<file path="config.mk">
export PLATFORM = sky130hd
export DESIGN_NAME = hamming_secded_rx
export DESIGN_NICKNAME = d
export VERILOG_FILES = /design/src/rtl/hamming_secded_rx_pkg.sv /design/src/rtl/hamming_secded_rx_syndrome_calc.sv /design/src/rtl/hamming_secded_rx.sv
export SDC_FILE = /design/constraint.sdc
export NUM_CORES = 1
export LEC_CHECK = 0
export ABC_AREA = 1
export CORE_AREA = 2 2 83 124
export DETAILED_ROUTE_END_ITERATION = 12
export DIE_AREA = 0 0 85 126
export HOLD_SLACK_MARGIN = 0.06
export PLACE_DENSITY = 0.6
export SYNTH_ARGS = -nofsm -noshare
export SYNTH_HDL_FRONTEND = slang
export SYNTH_SLANG_ARGS = --single-unit
</file>
<file path="constraint.sdc">
create_clock -name i_clk -period 2.7 [get_ports i_clk]
set_clock_uncertainty 0.15 [all_clocks]
set_input_delay 0.54 -clock i_clk [delete_from_list [all_inputs] [get_ports i_clk]]
set_output_delay 0.54 -clock i_clk [all_outputs]
set_load 0.02 [all_outputs]
</file>
<file path="src/rtl/hamming_secded_rx_pkg.sv">
// Shared SECDED code constants, types and position helpers.
// Used by the receive decoder and the matching encoder.
package hamming_secded_rx_pkg;

  localparam int DATA_W = 8;
  localparam int HAM_W  = 4;
  localparam int PAR_W  = HAM_W + 1;
  localparam int CODE_N = DATA_W + HAM_W;
  localparam int IDX_W  = $clog2(DATA_W);

  typedef logic [DATA_W-1:0] pattern_t;
  typedef logic [PAR_W-1:0]  parity_t;
  typedef logic [HAM_W-1:0]  syn_t;

  typedef enum logic [1:0] {
    ERR_NONE   = 2'b00,
    ERR_CORR   = 2'b01,
    ERR_UNCORR = 2'b10
  } err_type_t;

  typedef struct packed {
    logic             vld;
    logic [IDX_W-1:0] idx;
  } didx_t;

  // Codeword position of data bit idx (non-power-of-two slots, ascending).
  function automatic syn_t data_pos(input int idx);
    int   cnt;
    syn_t pos;
    cnt = 0;
    pos = '0;
    for (int p = 1; p <= CODE_N; p++) begin
      if ((p & (p - 1)) != 0) begin
        if (cnt == idx) pos = syn_t'(p);
        cnt++;
      end
    end
    return pos;
  endfunction

  function automatic didx_t pos_to_idx(input syn_t pos);
    didx_t r;
    r = '0;
    for (int i = 0; i < DATA_W; i++) begin
      if (data_pos(i) == pos) begin
        r.vld = 1'b1;
        r.idx = IDX_W'(i);
      end
    end
    return r;
  endfunction

endpackage

</file>
<file path="src/rtl/hamming_secded_rx_syndrome_calc.sv">
// Combinational syndrome and overall parity check.
// Shared with the encoder model.
module hamming_syndrome_calc
  import hamming_secded_rx_pkg::*;
(
  input  pattern_t   i_pattern,
  input  parity_t    i_parity,
  output syn_t       o_syn,
  output logic       o_perr
);

  syn_t calc;
  syn_t pos;

  always_comb begin
    calc = '0;
    pos  = '0;
    for (int i = 0; i < DATA_W; i++) begin
      pos = data_pos(i);
      for (int k = 0; k < HAM_W; k++) begin
        if (pos[k]) calc[k] = calc[k] ^ i_pattern[i];
      end
    end
  end

  assign o_syn  = calc ^ i_parity[HAM_W-1:0];
  assign o_perr = ^{i_pattern, i_parity};

endmodule

</file>
<file path="src/rtl/hamming_secded_rx.sv">
// SECDED receive decoder: 2-stage valid/ready pipeline
// with saturating corrected/uncorrectable counters.
module hamming_secded_rx
  import hamming_secded_rx_pkg::*;
#(
  parameter int CNT_W = 16
) (
  input  logic              i_clk,
  input  logic              i_rst_n,
  input  logic              i_en,
  input  logic [DATA_W-1:0] i_pattern,
  input  logic [PAR_W-1:0]  i_parity,
  input  logic              i_valid,
  output logic              o_ready,
  output logic [DATA_W-1:0] o_pattern,
  output logic [PAR_W-1:0]  o_syndrome,
  output logic [1:0]        o_err_type,
  output logic              o_valid,
  input  logic              i_ready,
  input  logic              i_clr_cnt,
  output logic [CNT_W-1:0]  o_cnt_corr,
  output logic [CNT_W-1:0]  o_cnt_uncorr
);

  logic       adv1, adv2, fire;
  syn_t       syn;
  logic       perr;

  logic       s1_valid_q, s1_valid_d;
  pattern_t   s1_pat_q, s1_pat_d;
  syn_t       s1_syn_q, s1_syn_d;
  logic       s1_perr_q, s1_perr_d;

  logic       o_valid_q, o_valid_d;
  pattern_t   o_pat_q, o_pat_d;
  parity_t    o_syn_q, o_syn_d;
  err_type_t  o_err_q, o_err_d;

  logic [CNT_W-1:0] cnt_corr_q, cnt_corr_d;
  logic [CNT_W-1:0] cnt_unc_q, cnt_unc_d;

  didx_t      didx;
  pattern_t   cls_pat;
  err_type_t  cls_err;
  logic       nz, big;

  hamming_syndrome_calc u_syn (
    .i_pattern (i_pattern),
    .i_parity  (i_parity),
    .o_syn     (syn),
    .o_perr    (perr)
  );

  assign adv2    = i_en && (!o_valid_q || i_ready);
  assign adv1    = i_en && (!s1_valid_q || adv2);
  assign fire    = o_valid_q && adv2;
  assign o_ready = adv1;

  // Classification cases are mutually exclusive by construction.
  always_comb begin
    didx    = pos_to_idx(s1_syn_q);
    nz      = (s1_syn_q != '0);
    big     = (s1_syn_q > syn_t'(CODE_N));
    cls_pat = s1_pat_q;
    cls_err = ERR_NONE;
    unique case (1'b1)
      (!s1_perr_q && !nz): cls_err = ERR_NONE;
      (!s1_perr_q && nz):  cls_err = ERR_UNCORR;
      (s1_perr_q && !nz):  cls_err = ERR_CORR;
      (s1_perr_q && didx.vld): begin
        cls_pat[didx.idx] = ~s1_pat_q[didx.idx];
        cls_err = ERR_CORR;
      end
      (s1_perr_q && big):  cls_err = ERR_UNCORR;
      (s1_perr_q && nz && !big && !didx.vld):
        cls_err = ERR_CORR;
      default: cls_err = ERR_NONE;
    endcase
  end

  always_comb begin
    s1_valid_d = s1_valid_q;
    s1_pat_d   = s1_pat_q;
    s1_syn_d   = s1_syn_q;
    s1_perr_d  = s1_perr_q;
    if (adv1) begin
      s1_valid_d = i_valid;
      if (i_valid) begin
        s1_pat_d  = i_pattern;
        s1_syn_d  = syn;
        s1_perr_d = perr;
      end
    end
  end

  always_comb begin
    o_valid_d = o_valid_q;
    o_pat_d   = o_pat_q;
    o_syn_d   = o_syn_q;
    o_err_d   = o_err_q;
    if (adv2) begin
      o_valid_d = s1_valid_q;
      if (s1_valid_q) begin
        o_pat_d = cls_pat;
        o_syn_d = {s1_perr_q, s1_syn_q};
        o_err_d = cls_err;
      end
    end
  end

  always_comb begin
    cnt_corr_d = cnt_corr_q;
    cnt_unc_d  = cnt_unc_q;
    if (i_clr_cnt) begin
      cnt_corr_d = '0;
      cnt_unc_d  = '0;
    end else if (fire) begin
      if (o_err_q == ERR_CORR && cnt_corr_q != '1)
        cnt_corr_d = cnt_corr_q + 1'b1;
      if (o_err_q == ERR_UNCORR && cnt_unc_q != '1)
        cnt_unc_d = cnt_unc_q + 1'b1;
    end
  end

  always_ff @(posedge i_clk or negedge i_rst_n) begin
    if (!i_rst_n) begin
      s1_valid_q <= 1'b0;
      s1_pat_q   <= '0;
      s1_syn_q   <= '0;
      s1_perr_q  <= 1'b0;
      o_valid_q  <= 1'b0;
      o_pat_q    <= '0;
      o_syn_q    <= '0;
      o_err_q    <= ERR_NONE;
      cnt_corr_q <= '0;
      cnt_unc_q  <= '0;
    end else begin
      s1_valid_q <= s1_valid_d;
      s1_pat_q   <= s1_pat_d;
      s1_syn_q   <= s1_syn_d;
      s1_perr_q  <= s1_perr_d;
      o_valid_q  <= o_valid_d;
      o_pat_q    <= o_pat_d;
      o_syn_q    <= o_syn_d;
      o_err_q    <= o_err_d;
      cnt_corr_q <= cnt_corr_d;
      cnt_unc_q  <= cnt_unc_d;
    end
  end

  assign o_valid      = o_valid_q;
  assign o_pattern    = o_pat_q;
  assign o_syndrome   = o_syn_q;
  assign o_err_type   = o_err_q;
  assign o_cnt_corr   = cnt_corr_q;
  assign o_cnt_uncorr = cnt_unc_q;

endmodule

</file>
==> out/results.txt <==
The number of synthesized flops with an enable pin is 0. The top cell types in the final layout, fill and taps aside, are sky130_fd_sc_hd__nand2_1 (137), sky130_fd_sc_hd__clkdlybuf4s50_1 (66), sky130_fd_sc_hd__dfrtp_1 (62), sky130_fd_sc_hd__nand3_1 (50), sky130_fd_sc_hd__nor2_1 (47). The floorplan has 44 rows. The reg-to-reg endpoint is o_cnt_corr[6].

Walking the worst path, the cells encountered are clkdlybuf4s50_1 -> inv_1 -> a31oi_1 -> clkdlybuf4s50_1. With fillers left out, the area of the finished cells amounts to 4840 um2. The number of antenna diodes in the final layout is 0.

The global-route met2 utilization is 0.312. The run gives 0.0328 as the global-route track usage on met3. The sequential fraction of the synthesis area came out at 0.412. The total area inside the core boundary comes to 9630 um2. In this run the worst path has a maximum fanout of 3. The path class of the tightest hold or removal check is primary input to async pin. Combinational power share: 0.294. The internal portion of the total power is 2.16 mW.

Across the VDD grid, the largest voltage drop is 0.000428 V. Counting flops and latches in the post-synthesis netlist gives 62. The startpoint identified for the worst register-to-register timing path is o_cnt_corr[0].

The logs give 392 MHz for the achievable clock frequency and 63 for the largest net degree at the start of global routing. Clock transition at the registers of the reported paths: 50 ps. The run gives 586 as the layout net count. The aggregate global-route resource usage came out at 0.176. The HPWL after detailed placement is 6800 um.

For the global-route wire length before repair, the log shows 15100 um. Number of buffers inserted to repair setup after CTS: 0. Setup repair after global routing left no endpoint under its margin.

The detailed router finished its first iteration with 164 violations. The maximum clock insertion buffer count was 2; the gate count of the mapped netlist was 492. CTS saw 62 sinks.

Average via count per standard cell: 5.06. The DRC violations left is 0. Summing over every cut layer, the via total after detailed routing is 3459. For the worst-case headroom to the max-slew limit, the log shows 0.746. The run gives 0.378 as the sequential group share of total power. The run gives 0 as the number of instances resized during post-cts repair. met2 is the most crowded layer. The run gives 33 as the number of distinct standard cells referenced by the synthesized netlist. The cell count of the worst reg-to-reg path came out at 8.

The biggest area contributor in the post-synthesis netlist is sky130_fd_sc_hd__dfrtp_1. The met1 track utilization from global routing is 0.195. Summing all placed instances gives a cell area of 4570 um2. Routability-driven placement finished with a final weighted congestion of 0.849. The synthesized netlist occupies a cell area of 3760 um2. For this design the total switching power over the nets is 1.08 mW. The run gives 513 as the post-synth net total. TritonCTS built the clock tree.

The insertion delay to the later sink of the worst-skew pair came out at 330 ps. The run gives 590 ps as the worst reg-to-reg setup slack. Among all flip-flop cells after synthesis, the most frequent one is sky130_fd_sc_hd__dfrtp_1. The slowest stage of the critical path belongs to the cell sky130_fd_sc_hd__clkdlybuf4s50_1. Power spread over the standard cell area amounts to 669 nW/um2. The critical path in this run is classified as primary input to output pin.

TritonCTS created 9 clock buffers. The flow ran to the end, and the final reports show no timing, DRC or antenna violations. The final number of setup-violating endpoints is 0, and the die extent in y is 126 um. The tool flagged a number of max-cap violations equal to 0. The number of global-route vias before repair came out at 3360. Ranked by total cell area, the synthesized netlist is headed by sky130_fd_sc_hd__dfrtp_1 (41%), sky130_fd_sc_hd__nand2_1 (14%), sky130_fd_sc_hd__nand3_1 (6.6%). The tools report the initial core utilization as 0.391. Number of primary I/O pins: 68. The tree is rooted in a sky130_fd_sc_hd__clkbuf_16. The library cell used most frequently in the layout, excluding fill and tap cells, is sky130_fd_sc_hd__nand2_1. In this run the remaining antenna-violating nets after routing total 0. The routed wire length per instance was 13.1 um; the number of search-and-repair iterations in the first detailed-routing pass was 4. Share of total power consumed by net switching: 0.334. Layout cell share with drive strength beyond 1: 0.0951. On the worst path, the slowest cell contributes a delay of 630 ps.

The worst setup path is captured at an output pin. The arrival time of the worst setup path is 1860 ps, and the sum of routed wire length over all layers is 8930 um. The most common cell type on the critical path was sky130_fd_sc_hd__clkdlybuf4s50_1. The final period utilization is 0.945, and the hold buffer count at cts is 0. The number of H-tree levels is 3. The actual slew at the worst max-slew pin works out to 379 ps.

The minimum clock period after layout works out to 2550 ps. In the final timing run, aggregate negative setup slack is 0 ps. The tools report the critical path startpoint category as a primary input. The logs give 0 for the number of hold violations in the final report and 10700 um2 for the die area.

The tools report the final count of pins violating max slew as 0. The fraction of registers with async set or reset after synthesis is 1.00. Number of input and output port buffers inserted: 67. The analysis attributes to cell leakage a power of 2.18 nW.

Each instance of the synthesized netlist takes up on average 7.65 um2. From synthesis to final layout, the design area changed by 28.7%. The share of Yosys cell area claimed by the top area cell type was 0.412; the x dimension of the die was 85 um. The tools report the number of antenna violations at the first check in global routing as 0. The logs give 0.328 for the proportion of power drawn by the clock network and 0 for the total congestion overflow. For this run, the number of Yosys warnings is 0. STA puts the critical path data required time at 2010 ps.
-- routing by layer --
metal | part of all wire | wire length [um]
met1 | 0.40 | 3590
met4 | 0.029 | 257
met5 | 0 | 0
met2 | 0.53 | 4780
met3 | 0.035 | 309
-- cell families (layout without fill, tap and decap cells) --
kind of cell	after synthesis	in the layout	share of synthesized area
adders and majority gates	2	2	0.00665
buffers and inverters	58	134	0.0645
AOI/OAI and AO/OA	61	61	0.0987
and+or+nand+nor	269	269	0.325
xor gates and xnor gates	40	40	0.0931
DFF	62	62	0.412
-- synthesized netlist by cell type, types with 2 or more instances --
master                     count
sky130_fd_sc_hd__o21ai_0      22
sky130_fd_sc_hd__o21ai_1       6
sky130_fd_sc_hd__clkinv_1      2
sky130_fd_sc_hd__a21oi_2       2
sky130_fd_sc_hd__nor3_2        2
sky130_fd_sc_hd__o31ai_1      11
sky130_fd_sc_hd__o21a_1        2
sky130_fd_sc_hd__ha_1          2
sky130_fd_sc_hd__or2_2         3
sky130_fd_sc_hd__buf_6         3
sky130_fd_sc_hd__clkbuf_1      7
sky130_fd_sc_hd__a21oi_1      10
sky130_fd_sc_hd__nand2_2       3
sky130_fd_sc_hd__nand2_1     137
sky130_fd_sc_hd__buf_2         2
sky130_fd_sc_hd__inv_2         6
sky130_fd_sc_hd__nand3_1      50
sky130_fd_sc_hd__nand2_4       4
sky130_fd_sc_hd__o21ai_2       5
sky130_fd_sc_hd__nor3_4        2
sky130_fd_sc_hd__dfrtp_1      62
sky130_fd_sc_hd__inv_1        38
sky130_fd_sc_hd__xnor2_1      12
sky130_fd_sc_hd__nor2_1       47
sky130_fd_sc_hd__xor2_1       28
sky130_fd_sc_hd__nand4_1      10
sky130_fd_sc_hd__nand4_2       3
sky130_fd_sc_hd__nor3_1        6
-- state kept, by name, summed over array words and instances, names as in the netlist --
signal and cells:
o_err_type 2, o_cnt_corr 16, o_cnt_uncorr 16, s1_pat_q 8, s1_valid_q 1, o_valid 1
o_pattern 8, s1_syn_q 4, s1_perr_q 1, o_syndrome 5
-- worst max-delay path by stage --
| stage | cells after the start | to | startpoint | slack (ps) |
|---|---|---|---|---|
| after global placement | 4 | o_ready | i_en | 150 |
| after global routing | 4 | o_ready | i_en | 70 |
| after detailed placement | 4 | o_ready | i_en | 140 |
| final | 4 | o_ready | i_en | 150 |
| after CTS | 4 | o_ready | i_en | 140 |
| after floorplan | 6 | s1_syn_q[2] | i_en | 770 |
-- power by group through the flow --
stage	sequential [mW]	combinational, mW	clock [mW]
detailed placement	1.24	0.960	0
finish	1.22	0.952	1.06
floorplan	1.32	0.480	0
global route	1.25	1.06	1.13
CTS	1.23	0.964	1.10
global placement	1.24	0.949	0
-- stage by stage --
stage / util / hold slack, ps / setup slack [ps] / cells / power [mW]
finish: 0.503 / 48.9 / 148 / 683 / 3.24
global route: 0.503 / 103 / 69.7 / 683 / 3.44
CTS: 0.503 / 79.8 / 138 / 683 / 3.29
detailed placement: 0.474 / 323 / 137 / 669 / 2.20
global placement: 0.474 / 316 / 148 / 669 / 2.19
floorplan: - / 94.4 / 765 / 492 / 1.80
-- worst max-delay path, delay by kind of cell --
kind,cells,cell delay [ps]
AO/OA/AOI/OAI,1,170
buffers and inverters,3,1150
-- area by class of cell --
cell class / instances / area [um2]
multi-input cells: 372 / 1970
repair buffers: 74 / 731
inverters: 46 / 173
clock inverters: 1 / 5.00
flip-flops and latches: 62 / 1550
fillers: 975 / 4790
well taps: 115 / 144
clock buffers: 13 / 270
(Power assumes the default switching activity.)
